`src/rtl/piece_board_access.sv`:
```
// Applies a tetromino's four cell indices to the board colour RAM: CHECK reads the
// four cells and reports any occupied cell, LOCK writes the piece colour into them.
module piece_board_access #(
   parameter int BOARD_CELLS = 240,
   parameter int ADDR_W      = 8,
   parameter int COLOR_W     = 12
) (
   input  logic               clk,
   input  logic               rst_n,
   input  logic               req_valid,
   output logic               req_ready,
   input  logic               req_op,
   input  logic               exceed,
   input  logic [ADDR_W-1:0]  pos1,
   input  logic [ADDR_W-1:0]  pos2,
   input  logic [ADDR_W-1:0]  pos3,
   input  logic [ADDR_W-1:0]  pos4,
   input  logic [COLOR_W-1:0] color,
   output logic               rsp_valid,
   output logic               rsp_hit,
   output logic [ADDR_W-1:0]  ram_addr,
   output logic               ram_re,
   output logic               ram_we,
   output logic [COLOR_W-1:0] ram_wdata,
   input  logic [COLOR_W-1:0] ram_rdata
);

   typedef enum logic [2:0] {IDLE, RD, RDLAST, WR, RESP} state_t;

   // One extra bit so a board size of 2**ADDR_W still compares correctly.
   localparam logic [ADDR_W:0] CELLS_LIMIT = BOARD_CELLS[ADDR_W:0];

   state_t             state_reg, state_next;
   logic [1:0]         cnt_reg;
   logic [ADDR_W-1:0]  pos_reg [4];
   logic [COLOR_W-1:0] color_reg;
   logic               bad_reg;
   logic               hit_reg;
   logic               rvalid_reg;

   logic [ADDR_W-1:0]  pos_in [4];
   logic [3:0]         pos_oob;
   logic               bad_in;
   logic               accept;

   assign pos_in[0] = pos1;
   assign pos_in[1] = pos2;
   assign pos_in[2] = pos3;
   assign pos_in[3] = pos4;

   // Unsigned range test: a wrapped negative index lands above the limit.
   generate
      for (genvar gi = 0; gi < 4; gi++) begin : g_oob
         assign pos_oob[gi] = {1'b0, pos_in[gi]} >= CELLS_LIMIT;
      end
   endgenerate

   assign bad_in = exceed | (|pos_oob);
   assign accept = req_valid & req_ready;

   always_ff @(posedge clk or negedge rst_n) begin
      if (!rst_n) begin
         state_reg  <= IDLE;
         cnt_reg    <= '0;
         color_reg  <= '0;
         bad_reg    <= 1'b0;
         hit_reg    <= 1'b0;
         rvalid_reg <= 1'b0;
         for (int i = 0; i < 4; i++) pos_reg[i] <= '0;
      end else begin
         state_reg  <= state_next;
         rvalid_reg <= ram_re;
         if (accept) begin
            cnt_reg   <= '0;
            color_reg <= color;
            bad_reg   <= bad_in;
            hit_reg   <= bad_in;
            for (int i = 0; i < 4; i++) pos_reg[i] <= pos_in[i];
         end else begin
            if (state_reg == RD || state_reg == WR) cnt_reg <= cnt_reg + 2'd1;
            // Read data arrives one cycle after the address was sampled.
            if (rvalid_reg && ram_rdata != '0) hit_reg <= 1'b1;
         end
      end
   end

   always_comb begin
      state_next = state_reg;
      req_ready  = 1'b0;
      rsp_valid  = 1'b0;
      rsp_hit    = 1'b0;
      ram_re     = 1'b0;
      ram_we     = 1'b0;
      ram_addr   = '0;
      ram_wdata  = '0;
      case (state_reg)
         IDLE: begin
            req_ready = 1'b1;
            if (req_valid) state_next = req_op ? WR : RD;
         end
         RD: begin
            if (bad_reg) begin
               state_next = RESP;
            end else begin
               ram_re   = 1'b1;
               ram_addr = pos_reg[cnt_reg];
               if (cnt_reg == 2'd3) state_next = RDLAST;
            end
         end
         RDLAST: state_next = RESP;
         WR: begin
            if (bad_reg) begin
               state_next = RESP;
            end else begin
               ram_we    = 1'b1;
               ram_addr  = pos_reg[cnt_reg];
               ram_wdata = color_reg;
               if (cnt_reg == 2'd3) state_next = RESP;
            end
         end
         RESP: begin
            req_ready  = 1'b1;
            rsp_valid  = 1'b1;
            rsp_hit    = hit_reg;
            state_next = req_valid ? (req_op ? WR : RD) : IDLE;
         end
         default: state_next = IDLE;
      endcase
   end

endmodule
```
`config.mk`:
```
export PLATFORM = sky130hd
export DESIGN_NAME = piece_board_access
export DESIGN_NICKNAME = d
export VERILOG_FILES = /design/src/rtl/piece_board_access.sv
export SDC_FILE = /design/constraint.sdc
export NUM_CORES = 1
export LEC_CHECK = 0
export BUFFER_PORTS_ARGS = -buffer_cell sky130_fd_sc_hd__buf_4
export CORE_ASPECT_RATIO = 0.7
export CORE_MARGIN = 2
export CORE_UTILIZATION = 53
export DETAILED_ROUTE_END_ITERATION = 16
export PLACE_DENSITY = 0.88
export SYNTH_ARGS = -nofsm -noshare
export SYNTH_HDL_FRONTEND = slang
export SYNTH_SLANG_ARGS = --single-unit
```
`constraint.sdc`:
```
create_clock -name clk -period 3.95 [get_ports clk]
set_input_delay 0.1975 -clock clk [delete_from_list [all_inputs] [get_ports clk]]
set_output_delay 0.1975 -clock clk [all_outputs]
set_load 0.005 [all_outputs]
```
==> results of run 1 <==
worst max-delay path by stage:
stage / startpoint / end / slack, ns / cells after the start
finish: state_reg[0]$_DFFE_PN0P_ / ram_wdata[4] / 1.58 / 3
floorplan: cnt_reg[0]$_DFFE_PN0P_ / ram_addr[0] / 2.49 / 3
CTS: state_reg[0]$_DFFE_PN0P_ / ram_wdata[4] / 1.63 / 3
detailed placement: state_reg[0]$_DFFE_PN0P_ / ram_wdata[9] / 1.99 / 3
global placement: state_reg[0]$_DFFE_PN0P_ / ram_addr[5] / 2.07 / 3
global route: state_reg[0]$_DFFE_PN0P_ / ram_wdata[3] / 1.50 / 3
routing by layer:
metal	vias to the layer above	part of all wire, %
met2	48	52
met3	2	4.6
met5	-	0
li1	802	-
met1	890	43
met4	0	0.47
stage by stage:
stage,hold slack (ns),std cells,setup slack (ns)
floorplan,-0.0981,174,2.49
finish,0.118,314,1.58
global placement,0.266,305,2.07
detailed placement,0.263,305,1.99
global route,0.101,314,1.50
CTS,0.113,314,1.63
final cells by class:
class / instances / area share (%)
well taps: 55 / 2.16
clock buffers: 6 / 2.28
clock inverters: 2 / 0.511
repair buffers: 88 / 20.8
multi-input cells: 110 / 33.2
inverters: 1 / 0.118
flip-flops and latches: 52 / 40.9
power breakdown:
part	internal, mW	switching, mW
Clock	0.127	0.180
Sequential	0.798	0.219
Combinational	0.515	0.279
cells in the final DEF (no fill, tap or decap):
| master | n |
|---|---|
| ha_1 | 1 |
| a31oi_1 | 1 |
| or3_1 | 1 |
| nand3_1 | 1 |
| nand2_1 | 1 |
| nor2_1 | 6 |
| a41oi_1 | 1 |
| mux4_2 | 8 |
| o31ai_1 | 1 |
| mux2i_1 | 1 |
| o21ai_0 | 3 |
| and3_1 | 13 |
| buf_4 | 87 |
| xnor2_1 | 1 |
| nand2b_1 | 2 |
| clkbuf_8 | 5 |
| a22oi_1 | 1 |
| and4_1 | 1 |
| or4_1 | 3 |
| clkinvlp_4 | 1 |
| nor3b_2 | 1 |
| mux2_2 | 44 |
| clkbuf_1 | 1 |
| dlygate4sd3_1 | 1 |
| and2_1 | 10 |
| a21oi_1 | 3 |
| nor3b_4 | 1 |
| inv_1 | 1 |
| dfrtp_1 | 52 |
| and2b_1 | 1 |
| clkinv_4 | 1 |
| o21bai_1 | 1 |
| nand4_1 | 3 |
cells by family after synthesis:
family | Yosys count | share of synthesized area (%)
AOI/OAI and AO/OA | 11 | 2.78
xor gates and xnor gates | 1 | 0.360
adders and majority gates | 1 | 0.515
buffers and inverters | 12 | 2.98
DFF | 52 | 53.5
muxes | 53 | 28.2
and+or+nand+nor | 44 | 11.6
timing repair:
action                                  in CTS  in global routing
hold buffers                                 1                  0
endpoints found under the setup margin       0                  0
endpoints found under the hold margin       52                  0
==> results.json, run 1 <==
{
  "p_leak_nw": 1.49,
  "synth_ff_type": "dfrtp_1",
  "status": "finished, final reports clean",
  "grtUsageMet3_pct": 5.03,
  "drive_gt1_share_pct": 57.1,
  "fin_area_um2": 3180,
  "fillers": 326,
  "initial_core_util_pct": 55.5,
  "cap_viol_max_count": 0,
  "rsz0062_at_grt": "no",
  "multi_input_area_um2": 1060,
  "largest_reg_flops": 32,
  "synth_edf_count": 0,
  "grt_overflow": 0,
  "synth.avg_cell_area_um2": 14.0,
  "hold_viol": 0,
  "totalPowerFinal_mw": 2.12,
  "grt_use_met1_pct": 30.3,
  "synth_top_area_share_pct": 53.5,
  "viasPerCell": 5.55,
  "cts.clk_slew.worst_paths_ns": 0.10,
  "worstRegToRegCells": 3,
  "synth_most_common_cell": "dfrtp_1",
  "n_antenna_cell": 0,
  "portBuffers": 85,
  "finalCriticalPeriod_ns": 2.37,
  "wl_um": 5700,
  "worstSetupEndpointType": "output port",
  "synth_cell_types": 31,
  "r2r-start": "state_reg[1]$_DFFE_PN0P_",
  "cp_slowest_cell": "nor3b_2",
  "gp_congestion": 0.756,
  "rows": 20,
  "die_x_um": 85.0,
  "cts_resized": 0,
  "synth_cells": 174,
  "wl_per_cell_um": 18.2,
  "ys_seq_elements": 52,
  "place_hpwl_um": 4050,
  "power.density_nw_per_um2": 665,
  "rrSetupSlack_ns": 2.18,
  "gr-max-usage-layer": "met2",
  "crit_buf_inv": 1,
  "dr.pass1.iters": 4,
  "numCtsBuffers": 5,
  "whs_path_depth": 2,
  "postCtsSetupRepairBufs": 0,
  "final_nets": 320,
  "cts_sinks": 52,
  "post-route-period-util_pct": 59.9,
  "ys_seq_area_share_pct": 53.5,
  "cts_root_buf": "clkbuf_8",
  "grt_pass1_vias": 1776,
  "final.setup.tns_ns": 0,
  "startpoint_type": "flop",
  "post_dp_cell_area_um2": 3080,
  "ant_nets": 0,
  "synth_commonest_cells": "dfrtp_1, mux2_2, and3_1",
  "critPathTopFamily": "simple AND/OR/NAND/NOR gates",
  "use_met2_pct": 40.2,
  "path_class": "flop to output port",
  "setup_viol": 0,
  "regArea_um2": 1300,
  "h-tree-depth": 2,
  "clock.fmax_mhz": 423,
  "drt_iter0_drc": 124,
  "die_height_um": 60.7,
  "clk_latency_ns": 0.30,
  "hold_start": "color[5]",
  "final_util_pct": 72.7,
  "synth_nets": 236,
  "finalMaxSlewViolations": 0,
  "grt_max_degree": 53,
  "io_pins": 86,
  "async_reset_ff_share_pct": 100,
  "slew_headroom_pct": 22.1,
  "worstMarginPinSlew_ns": 1.16,
  "grt_pass1_wl_um": 8890,
  "remaining_drc_errors": 0,
  "critPathMaxStageDelay_ns": 0.97,
  "area_growth_pct": 30.9,
  "die_area_um2": 5150,
  "cts_buffer_depth": 2,
  "ir_worst_vdd_mv": 0.374,
  "synth.cell_area_um2": 2430,
  "cp.arrival_ns": 2.17,
  "antenna_found_initial": 0,
  "worstPathRequired_ns": 3.75,
  "r2r-end": "pos_reg[7]$_DFFE_PN0P_",
  "min_to": "color_reg[5]$_DFFE_PN0P_",
  "design.core.area_um2": 4380,
  "grt.total_usage_pct": 23.2,
  "num_vias": 1742,
  "crit_fanout": 22,
  "yosysWarnings": 0,
  "finalClockSkew_ns": 0.00654,
  "synth_area_leaders": "dfrtp_1, mux2_2, mux4_2",
  "crit_chain": "nor3b_2 > and3_1 > buf_4",
  "cts_tree": "yes",
  "synth_top_cell_by_area": "dfrtp_1",
  "hp-class": "input port to flop"
}
(Power assumes the default switching activity.)
==> run 2: changes to the inputs <==
Settings changed: CORE_UTILIZATION 53 to 45, PLACE_DENSITY 0.88 to 0.8.
Clock period 3.95 ns to 2 ns, I/O delays scaled along.
==> results.json, run 2 (synthesis results as in run 1) <==
{
  "antenna_found_initial": 0,
  "postCtsSetupRepairBufs": 0,
  "power.density_nw_per_um2": 1310,
  "rsz0062_at_grt": "no",
  "crit_fanout": 10,
  "crit_cells": 3,
  "totalPowerFinal_mw": 4.25,
  "worstSetupEndpointType": "output port",
  "cts_buffer_depth": 2,
  "die_x_um": 91.9,
  "largest_reg_flops": 32,
  "cap_viol_max_count": 0,
  "post_dp_cell_area_um2": 3130,
  "ant_nets": 0,
  "hold_start": "color[10]",
  "final_nets": 322,
  "gp_congestion": 0.731,
  "postLayoutSetupSlackWorst_ns": 0.176,
  "portBuffers": 85,
  "dp.cells": 324,
  "wl_um": 5110,
  "hp-class": "input port to flop",
  "slew_headroom_pct": 57.7,
  "numCtsBuffers": 5,
  "grt_pass1_wl_um": 8480,
  "remaining_drc_errors": 0,
  "cts_sinks": 52,
  "regArea_um2": 1300,
  "fillers": 422,
  "cp_slowest_cell": "dfrtp_2",
  "multi_input_area_um2": 1060,
  "final_cell_mix": "buf_4, dfrtp_1, mux2_2",
  "min_to": "color_reg[10]$_DFFE_PN0P_",
  "n_antenna_cell": 0,
  "r2r-end": "color_reg[4]$_DFFE_PN0P_",
  "io_pins": 86,
  "whs_path_depth": 2,
  "finalClockSkew_ns": 0.00397,
  "critPathMaxStageDelay_ns": 0.59,
  "fin_area_um2": 3250,
  "crit_chain": "mux4_2 > and2_1 > buf_4",
  "place_hpwl_um": 3800,
  "hold_viol": 0,
  "ir_worst_vdd_mv": 0.628,
  "dp_slack_ns": 0.282,
  "drive_gt1_share_pct": 57.9,
  "die_height_um": 65.5,
  "area_growth_pct": 33.8,
  "startpoint_type": "flop",
  "rrSetupSlack_ns": 0.47,
  "crit_buf_inv": 1,
  "num_vias": 1708,
  "setup_viol": 0,
  "grt_overflow": 0,
  "status": "finished, final reports clean",
  "clock.fmax_mhz": 548,
  "worstRegToRegCells": 3,
  "r2r-start": "state_reg[0]$_DFFE_PN0P_",
  "finalMaxSlewViolations": 0,
  "viasPerCell": 5.13,
  "finalCriticalPeriod_ns": 1.82,
  "final_common_cell": "buf_4",
  "grt.total_usage_pct": 18.4,
  "cts.clk_slew.worst_paths_ns": 0.09,
  "drt_iter0_drc": 117,
  "h-tree-depth": 2,
  "wl_per_cell_um": 15.4,
  "final.setup.tns_ns": 0,
  "finalHoldWorstSlack_ns": 0.0257,
  "die_area_um2": 6020,
  "cts_root_buf": "clkbuf_8",
  "design.core.area_um2": 5230,
  "initial_core_util_pct": 46.5,
  "cp.arrival_ns": 1.72,
  "critPathTopFamily": "flip-flops",
  "grt_max_degree": 53,
  "cts_tree": "yes",
  "final_util_pct": 62.2,
  "worstMarginPinSlew_ns": 0.634,
  "dr.pass1.iters": 4,
  "grt_pass1_vias": 1702,
  "path_class": "flop to output port",
  "fin_cells": 333,
  "p_leak_nw": 1.52,
  "clk_latency_ns": 0.30,
  "post-route-period-util_pct": 91.2,
  "rows": 22,
  "worstPathRequired_ns": 1.90
}
==> run 2: power by group <==
part / total (mW) / switching, mW / internal, mW
registers: 1.94 / 0.367 / 1.58
logic: 1.61 / 0.561 / 1.05
clock network: 0.688 / 0.317 / 0.371
total: 4.25 / 1.24 / 3.00
==> run 2: how the worst max path moves through the flow <==
stage | slack (ns) | endpoint | from
detailed placement | 0.28 | ram_addr[6] | cnt_reg[0]$_DFFE_PN0P_
CTS | 0.15 | ram_addr[6] | cnt_reg[0]$_DFFE_PN0P_
finish | 0.18 | ram_addr[6] | cnt_reg[0]$_DFFE_PN0P_
global route | 0.08 | ram_addr[7] | cnt_reg[0]$_DFFE_PN0P_
global placement | 0.30 | ram_addr[4] | cnt_reg[0]$_DFFE_PN0P_
floorplan | 0.62 | color_reg[10]$_DFFE_PN0P_ | state_reg[1]$_DFFE_PN0P_
==> run 2: cell type report <==
cell class	count	share of cell area, %
clock inverters	2	1.08
flip-flops and latches	52	40.1
multi-input cells	110	32.5
well taps	72	2.77
clock buffers	6	2.23
repair buffers	90	21.2
inverters	1	0.115
==> run 2: repair_timing <==
item | 4_1_cts | 5_1_grt
gates resized for setup | 1 | 0
hold buffers | 1 | 0
endpoints found under the setup margin | 8 | 0
endpoints found under the hold margin | 52 | 0
==> run 2: metal layers <==
| layer | global-route usage [%] | share of wire (%) | vias up |
|---|---|---|---|
| met5 | 0 | 0 | - |
| met1 | 25.7 | 45 | 851 |
| li1 | - | - | 814 |
| met2 | 28.8 | 49 | 36 |
| met3 | 4.70 | 4.7 | 7 |
| met4 | 5.04 | 1.1 | 0 |
